--- config.mk ---
export PLATFORM = sky130hd
export DESIGN_NAME = traffic_seq_ctrl
export DESIGN_NICKNAME = d
export VERILOG_FILES = /design/src/rtl/traffic_pkg.sv /design/src/rtl/traffic_seq_ctrl.sv
export SDC_FILE = /design/constraint.sdc
export NUM_CORES = 1
export LEC_CHECK = 0
export BUFFER_PORTS_ARGS = -buffer_cell sky130_fd_sc_hd__buf_4
export CAP_MARGIN = 20
export CORE_ASPECT_RATIO = 0.8
export CORE_MARGIN = 3
export CORE_UTILIZATION = 49
export CTS_BUF_LIST = sky130_fd_sc_hd__clkbuf_4 sky130_fd_sc_hd__clkbuf_8
export DETAILED_ROUTE_END_ITERATION = 8
export PLACE_DENSITY = 0.71
export SLEW_MARGIN = 20
export SYNTH_ARGS = -nofsm -noshare
export SYNTH_HDL_FRONTEND = slang
export SYNTH_SLANG_ARGS = --single-unit
--- constraint.sdc ---
create_clock -name CLK -period 2.9 [get_ports CLK]
set_input_delay 0.435 -clock CLK [delete_from_list [all_inputs] [get_ports CLK]]
set_output_delay 0.435 -clock CLK [all_outputs]
set_load 0.1 [all_outputs]
--- src/rtl/traffic_pkg.sv ---
// Shared phase/state encodings and default cycle boundaries for the crossroad sequencer and decoder.
// Pure definitions: no latency, no flow control.
package traffic_pkg;

  localparam logic [1:0] PH_AGRN = 2'd0;
  localparam logic [1:0] PH_AYEL = 2'd1;
  localparam logic [1:0] PH_BGRN = 2'd2;
  localparam logic [1:0] PH_BYEL = 2'd3;

  typedef enum logic {
    ST_RUN   = 1'b0,
    ST_NIGHT = 1'b1
  } state_t;

  localparam int A_GRN_LAST_DEF = 19;
  localparam int A_YEL_LAST_DEF = 23;
  localparam int B_GRN_LAST_DEF = 43;
  localparam int B_YEL_LAST_DEF = 47;
  localparam int MIN_REMAIN_DEF = 5;
  localparam int NIGHT_CODE_DEF = 63;

  function automatic logic [1:0] phase_of(input logic [5:0] q,
                                          input logic [5:0] a_grn_last,
                                          input logic [5:0] a_yel_last,
                                          input logic [5:0] b_grn_last);
    if (q <= a_grn_last)      return PH_AGRN;
    else if (q <= a_yel_last) return PH_AYEL;
    else if (q <= b_grn_last) return PH_BGRN;
    else                      return PH_BYEL;
  endfunction

endpackage

--- src/rtl/traffic_seq_ctrl.sv ---
// Crossroad phase sequencer: steps Q once per qualified 1 Hz tick, with HOLD, demand shortening and night flash.
// All outputs registered, one cycle from TICK; HOLD freezes the sequence, there is no other backpressure.
module traffic_seq_ctrl
  import traffic_pkg::*;
#(
  parameter int A_GRN_LAST = A_GRN_LAST_DEF,
  parameter int A_YEL_LAST = A_YEL_LAST_DEF,
  parameter int B_GRN_LAST = B_GRN_LAST_DEF,
  parameter int B_YEL_LAST = B_YEL_LAST_DEF,
  parameter int MIN_REMAIN = MIN_REMAIN_DEF,
  parameter int NIGHT_CODE = NIGHT_CODE_DEF
) (
  input  logic       CLK,
  input  logic       RST,
  input  logic       TICK,
  input  logic       HOLD,
  input  logic       NIGHT,
  input  logic       REQ_A,
  input  logic       REQ_B,
  output logic [5:0] Q,
  output logic [1:0] PHASE,
  output logic       NIGHT_ACT,
  output logic       FLASH
);

  localparam logic [5:0] AG     = 6'(A_GRN_LAST);
  localparam logic [5:0] AY     = 6'(A_YEL_LAST);
  localparam logic [5:0] BG     = 6'(B_GRN_LAST);
  localparam logic [5:0] BY     = 6'(B_YEL_LAST);
  localparam logic [5:0] NC     = 6'(NIGHT_CODE);
  localparam logic [5:0] B_LIM  = 6'(A_GRN_LAST - MIN_REMAIN);
  localparam logic [5:0] A_LIM  = 6'(B_GRN_LAST - MIN_REMAIN);
  localparam logic [5:0] A_JUMP = 6'(A_GRN_LAST + 1 - MIN_REMAIN);
  localparam logic [5:0] B_JUMP = 6'(B_GRN_LAST + 1 - MIN_REMAIN);

  state_t     state;
  logic       pend_a;
  logic       pend_b;
  logic       qt;
  logic [5:0] q_nxt;
  logic       to_night;
  logic       pend_a_set;
  logic       pend_b_set;

  // Demand windows: the part of each green that is still longer than MIN_REMAIN.
  function automatic logic in_win_b(input logic [5:0] q);
    return q <= B_LIM;
  endfunction

  function automatic logic in_win_a(input logic [5:0] q);
    return (q > AY) && (q <= A_LIM);
  endfunction

  assign qt         = TICK & ~HOLD;
  assign pend_a_set = pend_a | (REQ_A & in_win_a(Q));
  assign pend_b_set = pend_b | (REQ_B & in_win_b(Q));

  always_comb begin
    q_nxt    = Q + 6'd1;
    to_night = 1'b0;
    if (((Q == AY) || (Q == BY)) && NIGHT) begin
      to_night = 1'b1;
      q_nxt    = NC;
    end else if (Q == BY) begin
      q_nxt = 6'd0;
    end else if (pend_b && in_win_b(Q)) begin
      q_nxt = A_JUMP;
    end else if (pend_a && in_win_a(Q)) begin
      q_nxt = B_JUMP;
    end
  end

  always_ff @(posedge CLK) begin
    if (RST) begin
      state     <= ST_RUN;
      Q         <= 6'd0;
      PHASE     <= PH_AGRN;
      NIGHT_ACT <= 1'b0;
      FLASH     <= 1'b0;
      pend_a    <= 1'b0;
      pend_b    <= 1'b0;
    end else begin
      case (state)
        ST_RUN: begin
          pend_a <= pend_a_set;
          pend_b <= pend_b_set;
          if (qt) begin
            Q <= q_nxt;
            // Latches survive a step only while Q stays inside their window.
            pend_a <= pend_a_set & in_win_a(q_nxt);
            pend_b <= pend_b_set & in_win_b(q_nxt);
            if (to_night) begin
              state     <= ST_NIGHT;
              PHASE     <= PH_AGRN;
              NIGHT_ACT <= 1'b1;
              FLASH     <= 1'b1;
            end else begin
              PHASE <= phase_of(q_nxt, AG, AY, BG);
            end
          end
        end
        ST_NIGHT: begin
          if (qt) begin
            if (NIGHT) begin
              FLASH <= ~FLASH;
            end else begin
              state     <= ST_RUN;
              Q         <= 6'd0;
              PHASE     <= PH_AGRN;
              NIGHT_ACT <= 1'b0;
              FLASH     <= 1'b0;
            end
          end
        end
        default: state <= ST_RUN;
      endcase
    end
  end

endmodule
# After elaboration in Yosys (flattened, before gate mapping)
# Index checks and enable logic that the tools add are counted.
# op_classes
mul,0
n_reduce_logical,9
n_eq_ne,6
n_bitwise,10
order_cmp,9
addsub,1
n_shift,0
div,0
mux,32
# ops
cell,count
2-to-1 mux 6 bit,7
"less-or-equal comparator 6 bit, second input constant",3
2-to-1 mux 1 bit,14
"greater-than comparator 6 x 5 -> 1 bit, second input constant",2
"less-or-equal comparator 6 x 4 -> 1 bit, second input constant",2
"less-or-equal comparator 6 x 5 -> 1 bit, second input constant",2
2-to-1 mux 2 bit,6
case mux 6 bit (2 select lines),1
"adder 6 x 1 -> 6 bit, second input constant",1
"== test 6 x 5 -> 1 bit, second input constant",1
"== test 6 bit, second input constant",1
"!= test 2 bit, second input constant",3
case mux 1 bit (2 select lines),3
AND reduction 3 bit,2
AND 1 bit,5
logical AND 1 bit,5
case mux 2 bit (2 select lines),1
AND reduction 4 bit,1
inverter 1 bit,3
"!= test 2 x 1 -> 1 bit, second input constant",1
bitwise OR 1 bit,2
logical OR 1 bit,1
# totals
mem_bits_rw,0
ff_bits,13
output_inout_bits,10
n_memories,0
romBits,0
latch_bits,0

# Longest topological paths before layout
# Gate-level depths: netlist of the first run.
# logic_depth
depth_word,14
mapped_depth,8
mapped_depth_nobuf,8

# Worst setup path after synthesis of the first run
# OpenSTA, ideal clock, no wires.
# synth_timing
path_kind,register to register
startpoint,register Q[0]
endpoint,register pend_a
path_slack_ns,0.300
path_stages_with_launch,7
setup_time_ns,0.079
path_buffers,0
arrival_ns,2.520
required_ns,2.821
cell_sequence,dfxtp_1 -> ha_1 -> nand3_1 -> mux2_4 -> a2111oi_4 -> nand3_1 -> a211oi_2
# synth_between
elab_chain_cells,11
word_cells_on_any_way,22
cone_classes,add/sub (1); order compare (5); eq/ne (2); mux (5); bitwise (3); reduce/logical (6)
# synth_rtl
item,line,rtl
from (decl),traffic_seq_ctrl.sv:20,"output logic [5:0] Q,"
from (signal assigned),traffic_seq_ctrl.sv:88,Q <= q_nxt;
greater-than comparator 6 x 5 -> 1 bit or less-or-equal comparator 6 bit (tied branches),traffic_seq_ctrl.sv:51,return (q > AY) && (q <= A_LIM);
logical AND 1 bit,traffic_seq_ctrl.sv:51,
logical AND 1 bit,traffic_seq_ctrl.sv:68,end else if (pend_a && in_win_a(Q)) begin
2-to-1 mux 6 bit,traffic_seq_ctrl.sv:68,
2-to-1 mux 6 bit,traffic_seq_ctrl.sv:66,end else if (pend_b && in_win_b(Q)) begin
2-to-1 mux 6 bit,traffic_seq_ctrl.sv:64,end else if (Q == BY) begin
2-to-1 mux 6 bit,traffic_seq_ctrl.sv:61,if (((Q == AY) || (Q == BY)) && NIGHT) begin
greater-than comparator 6 x 5 -> 1 bit or less-or-equal comparator 6 bit (tied branches),traffic_seq_ctrl.sv:51,
logical AND 1 bit,traffic_seq_ctrl.sv:51,
AND 1 bit,traffic_seq_ctrl.sv:90,pend_a <= pend_a_set & in_win_a(q_nxt);
2-to-1 mux 1 bit *,traffic_seq_ctrl.sv:87,if (qt) begin
to (signal assigned),traffic_seq_ctrl.sv:85,pend_a <= pend_a_set;
to (signal assigned),traffic_seq_ctrl.sv:90,
to (decl),traffic_seq_ctrl.sv:37,logic pend_a;
# Mark *: on every way between the ends. The rest lies on a longest branch, timed or not.
# A chain may end at the register's enable or synchronous reset.

# Final worst setup path of the first run
# Ends and elaborated chain as after synthesis.

==> impl_metrics.json, run 1 <==
{
  "status": "finished clean",
  "cellPowerDensity_nw_per_um2": 355,
  "gr-total-overflow": 0,
  "gp_congestion": 0.924,
  "ys_warn_count": 0,
  "worst_slack_ns": 0.860,
  "dp.cells": 149,
  "drive_gt1_share_pct": 26.0,
  "antenna_left": 0,
  "cts_setup_buffers": 0,
  "fin_cells": 153,
  "syn_area_sq_um": 957,
  "area_delta_synth_final_pct": 12.4,
  "wl_per_cell_microns": 14.9,
  "vdd_ir_drop_max_mv": 0.317,
  "insertion_delay_ns": 0.28,
  "dpl_cell_area_sq_um": 1050,
  "met2_usage_pct": 30.0,
  "final_area_sq_um": 1080,
  "reg2reg_depth": 6,
  "leakage_nw": 0.375,
  "avgSynthCellArea_sq_um": 8.11,
  "cp_max_fo": 8,
  "nNetsFinal": 141,
  "grt_usage_pct": 19.2,
  "synth_largest_area_cell": "dfxtp_1",
  "synth_common_cells": "15 x a21oi_1, 13 x dfxtp_1, 12 x nor2_1",
  "total_power_mw": 0.382,
  "synth_seq_cells": 13,
  "die_h_microns": 45.5,
  "rsz0062_at_grt": "no",
  "endpoint_kind": "flip-flop",
  "multi_input_area_sq_um": 629,
  "async_reset_ff_share_pct": 0,
  "clock-sinks": 13,
  "cts_root_buffer": "clkbuf_4",
  "ctsHoldBuffers": 0,
  "dr.first_iter.drc_count": 29,
  "grt_util_met1_pct": 25.9,
  "synth.area.top_cells": "dfxtp_1 27%, a21oi_1 7.8%, buf_6 4.7%",
  "post_cts_resized": 0,
  "hp-start": "RST",
  "synthCells": 118,
  "arrival_ns": 2.25,
  "rows": 13,
  "diodes": 0,
  "holdPathEnd": "PHASE[1]",
  "regArea_sq_um": 260,
  "h-tree-depth": 1,
  "synth_flop_cell": "dfxtp_1",
  "ff2ff_setup_slack_ns": 0.86,
  "min_path_type": "in -> reg",
  "clock_skew_ns": 0.000818,
  "io_buffers": 16,
  "min_period_ns": 2.04,
  "die-area_sq_um": 2520,
  "floorplan.initialDensity_pct": 55.5,
  "yosysSeqAreaShare_pct": 27.2,
  "synth_nets": 127,
  "grt_pass1_wl_microns": 3740,
  "wl_microns": 2270,
  "cts_made_buffers": 3,
  "holdPathStages": 2,
  "vias": 908,
  "drc": 0,
  "cts_tree": "done",
  "die_w_microns": 55.4,
  "tightest_slew_ns": 0.549,
  "antenna_found_initial": 0,
  "max_clock_freq_mhz": 490,
  "grt_util_met3_pct": 5.67,
  "grt_max_degree": 15,
  "cp.required_ns": 3.11,
  "fin_setup_tns_ns": 0,
  "core_area_sq_um": 1720,
  "ios": 17,
  "grt_busiest_layer": "met2",
  "setup_viol": 0,
  "synth_cell_types": 39,
  "final_hold_viol_count": 0,
  "clkTransAtPathRegs_ns": 0.08,
  "rr_startpoint": "Q[0]",
  "synth_edf_count": 0,
  "synth_top_area_share_pct": 27.2,
  "fill_cells": 162,
  "clockBufferDepth": 2,
  "min_period_over_period_pct": 70.4,
  "pre_cts_ws_ns": 0.899,
  "maxCapViolCount": 0,
  "drtPass1Iterations": 5,
  "dpl.hpwl_microns": 1710,
  "grt_pass1_vias": 795,
  "crit_type": "reg -> reg",
  "cp-start-kind": "flip-flop",
  "final_max_slew_viol_count": 0,
  "synth.most_common_cell": "a21oi_1",
  "r2r-end": "pend_a",
  "viasPerCell": 5.93,
  "slew_headroom_pct": 63.3
}
-- sequential cells by signal, indices dropped and copies added (netlist names) --
register and count:
Q 6, PHASE 2, FLASH 1, NIGHT_ACT 1, pend_a 1, pend_b 1
state 1
-- through the flow --
stage,hold slack (ns),util (%)
2_1_floorplan,0.482,-
3_3_place_gp,0.447,60.8
3_5_place_dp,0.454,60.8
4_1_cts,0.424,62.4
5_1_grt,0.429,62.4
6_report,0.430,62.4
-- worst max-delay path by stage --
stage | from | to | slack [ns]
after floorplan | Q[0] | pend_a | 0.30
after global placement | Q[3] | pend_a | 0.97
after detailed placement | Q[0] | pend_a | 0.90
after CTS | Q[0] | pend_a | 0.87
after global routing | Q[0] | pend_a | 0.70
final | Q[0] | pend_a | 0.86
-- cells in the final DEF, fill, tap and decap left out, drive strengths merged --
cell type	n
buf	16
a21oi	15
dfxtp	13
nor2	13
o21ai	12
nand2	10
nand3	7
nor3	5
nand2b	4
inv	3
clkbuf	3
a211oi	3
nor4	2
nor2b	2
and2	2
ha	2
and3	2
xnor2	2
a41oi	2
or2	1
and4b	1
nand4b	1
a22oi	1
mux2	1
nand3b	1
o31ai	1
a2bb2oi	1
a2111oi	1
o32ai	1
a31oi	1
o211ai	1
clkinv	1
-- layout make-up --
class | count | share of cell area [%]
clock buffers | 3 | 2.09
clock inverters | 1 | 0.465
inverters | 3 | 1.05
multi-input cells | 95 | 58.5
flip-flops and latches | 13 | 24.2
well taps | 22 | 2.56
repair buffers | 16 | 11.2
-- logic make-up after synthesis --
group,Yosys count,share of synthesized area (%)
simple gates,51,29.5
xor+xnor,2,3.79
buf+inv,10,7.06
compound gates,39,28.2
fa+ha+maj,2,2.61
mux,1,1.57
flops,13,27.2
-- worst max-delay path: stages (launching register included) --
cell and delay (ns):
dfxtp_1 0.48, ha_1 0.29, nand3_1 0.18, mux2_4 0.38, a2111oi_4 0.32, nand3_1 0.13, a211oi_2 0.19
-- power by group --
group / total (mW) / internal (mW) / switching (mW)
clock network: 0.115 / 0.0512 / 0.0641
logic: 0.0757 / 0.0265 / 0.0492
registers: 0.191 / 0.182 / 0.00858
total: 0.382 / 0.260 / 0.122
-- routing by layer --
metal | routed length [microns] | part of all wire (%)
met1 | 1060 | 46
met2 | 1010 | 45
met3 | 188 | 8.3
met4 | 17 | 0.75
met5 | 0 | 0
Note: power is estimated with default switching activity, not from simulation.
==> inputs of run 2 (changes only) <==
--- a/config.mk
+++ b/config.mk
@@ -12,7 +12,7 @@
 export CORE_UTILIZATION = 49
 export CTS_BUF_LIST = sky130_fd_sc_hd__clkbuf_4 sky130_fd_sc_hd__clkbuf_8
 export DETAILED_ROUTE_END_ITERATION = 8
-export PLACE_DENSITY = 0.71
+export PLACE_DENSITY = 0.74
 export SLEW_MARGIN = 20
 export SYNTH_ARGS = -nofsm -noshare
 export SYNTH_HDL_FRONTEND = slang
==> constraint.sdc (replaced) <==
create_clock -name CLK -period 1.75 [get_ports CLK]
set_input_delay 0.2625 -clock CLK [delete_from_list [all_inputs] [get_ports CLK]]
set_output_delay 0.2625 -clock CLK [all_outputs]
set_load 0.1 [all_outputs]
==> run 2 against run 1 <==
  * The run now ends with setup timing left
  * Critical path type unchanged
  * Routed wire length increased by 18%
  * Largest cell class unchanged
  * Non-clock buffer count increased by 14
  * Sequential share of layout area decreased by 1.7 points
==> impl_metrics.json, run 2 (same netlist as run 1, synthesis figures left out) <==
{
  "crit_type": "reg -> reg",
  "tightest_slew_ns": 0.478,
  "dr.first_iter.drc_count": 45,
  "crit_path_end": "pend_a",
  "drtPass1Iterations": 4,
  "drive_gt1_share_pct": 41.4,
  "status": "finished, violations left",
  "grt_usage_pct": 21.7,
  "grt_max_degree": 15,
  "rr_startpoint": "Q[0]",
  "endpoint_kind": "flip-flop",
  "insertion_delay_ns": 0.28,
  "gr-total-overflow": 0,
  "die_w_microns": 55.4,
  "ios": 17,
  "antenna_left": 0,
  "nNetsFinal": 155,
  "clock_skew_ns": 0.0116,
  "min_period_ns": 1.75,
  "largest_reg_flops": 6,
  "cts_made_buffers": 3,
  "die_h_microns": 45.5,
  "arrival_ns": 1.96,
  "slowest_stage": "dfxtp_4",
  "worst_slack_ns": -0.0000953,
  "io_buffers": 16,
  "slew_headroom_pct": 67.9,
  "path_cells": "inv_2 > ha_2 > nand4b_1 > nand3_2 > o21ai_4 > a2111oi_4 > nand3_1 > a211oi_2",
  "vias": 1012,
  "cp_max_fo": 5,
  "post-route-util_pct": 73.1,
  "viasPerCell": 6.06,
  "diodes": 0,
  "antenna_found_initial": 0,
  "final_area_sq_um": 1260,
  "cp-start-kind": "flip-flop",
  "grt_pass1_wl_microns": 4170,
  "layout.cells.most_common_list": "30 x buf_4, 15 x a21oi_1, 11 x nor2_1",
  "vdd_ir_drop_max_mv": 0.393,
  "h-tree-depth": 1,
  "pre_cts_ws_ns": -0.0798,
  "cp.required_ns": 1.96,
  "maxCapViolCount": 0,
  "die-area_sq_um": 2520,
  "rows": 13,
  "cts_root_buffer": "clkbuf_4",
  "regMostFlops": "Q",
  "clockBufferDepth": 2,
  "cellPowerDensity_nw_per_um2": 532,
  "r2r-end": "pend_a",
  "final_max_slew_viol_count": 0,
  "wl_per_cell_microns": 16.0,
  "dpl_cell_area_sq_um": 1120,
  "ff2ff_setup_slack_ns": -0.0001,
  "gp_congestion": 0.962,
  "dpl.hpwl_microns": 1860,
  "wl_microns": 2670,
  "clkTransAtPathRegs_ns": 0.09,
  "max_clock_freq_mhz": 571,
  "cts_tree": "done",
  "leakage_nw": 0.451,
  "dp.cells": 152,
  "grt_pass1_vias": 878,
  "violations": "setup timing",
  "core_area_sq_um": 1720,
  "fill_cells": 139,
  "fin_cells": 167,
  "rsz0062_at_grt": "yes",
  "min_period_over_period_pct": 100,
  "reg2reg_depth": 8,
  "setup_viol": 1,
  "crit_start": "Q[0]",
  "layout_commonest_cell": "buf_4",
  "min_path_type": "in -> reg",
  "area_delta_synth_final_pct": 31.6,
  "reg.largest.list": "Q (6), PHASE (2)",
  "clock-sinks": 13,
  "final_hold_viol_count": 0,
  "slowest_delay_ns": 0.38,
  "drc": 0,
  "floorplan.initialDensity_pct": 55.5
}
-- run 2: cell count changes in the layout (fill, tap and decap cells not counted), moves of 2 or more --
cell and delta:
buf_4 +14, dfxtp_1 -6, dfxtp_4 +6, ha_1 -2, nand3_1 -2
-- run 2: critical path: cells and delay by family (launching register included) --
family / cells / cell delay [ns]
AO/OA/AOI/OAI: 3 / 0.58
AND/OR/NAND/NOR: 3 / 0.55
flip-flops: 1 / 0.38
adder cells (fa/ha/maj): 1 / 0.15
buffers and inverters: 1 / 0.03
-- run 2: how the worst min path moves through the flow --
stage                        start  cells after the start       end  slack, ns
final                          RST                      2      Q[3]       0.26
after global routing           RST                      2      Q[3]       0.25
after CTS                      RST                      2      Q[4]       0.24
after detailed placement  PHASE[1]                      2  PHASE[1]       0.46
after global placement    PHASE[1]                      2  PHASE[1]       0.44
after floorplan                RST                      1    pend_b       0.34
-- run 2: per-stage QoR --
| stage | TNS (ns) | power [mW] | hold slack, ns |
|---|---|---|---|
| 6_report | -0.0000953 | 0.670 | 0.256 |
| 5_1_grt | -0.0575 | 0.700 | 0.250 |
| 4_1_cts | -0.0112 | 0.672 | 0.245 |
| 3_5_place_dp | -0.0798 | 0.448 | 0.455 |
| 3_3_place_gp | 0 | 0.447 | 0.440 |
| 2_1_floorplan | -0.133 | 0.419 | 0.335 |
-- run 2: routing by layer --
layer,track usage (%),part of all wire (%),up-vias
met4,5.34,2.4,0
met5,0,0,-
met1,26.0,43,466
met2,38.9,45,52
met3,6.23,9.0,10
li1,-,-,484
-- run 2: repair_timing --
action                     in CTS  in global routing
hold buffers                    0                  0
cloned                          0                  0
setup buffers                   9                  2
pin swaps                       6                  4
setup endpoints to repair       1                  3
resized for setup               3                  3
-- run 2: report_power, final --
part / leakage [nW] / internal, mW / total (mW) / switching, mW
Clock: 0.0184 / 0.104 / 0.208 / 0.104
Combinational: 0.323 / 0.0592 / 0.152 / 0.0931
Sequential: 0.110 / 0.297 / 0.310 / 0.0129
-- run 2: cell type report --
cell class / count / area (sq um) / area share [%]
Sequential cell: 13 / 283 / 22.4
Clock buffer: 4 / 30.0 / 2.38
Timing Repair Buffer: 30 / 225 / 17.9
Tap cell: 22 / 27.5 / 2.18
Inverter: 3 / 11.3 / 0.894
Multi-Input combinational cell: 95 / 683 / 54.2
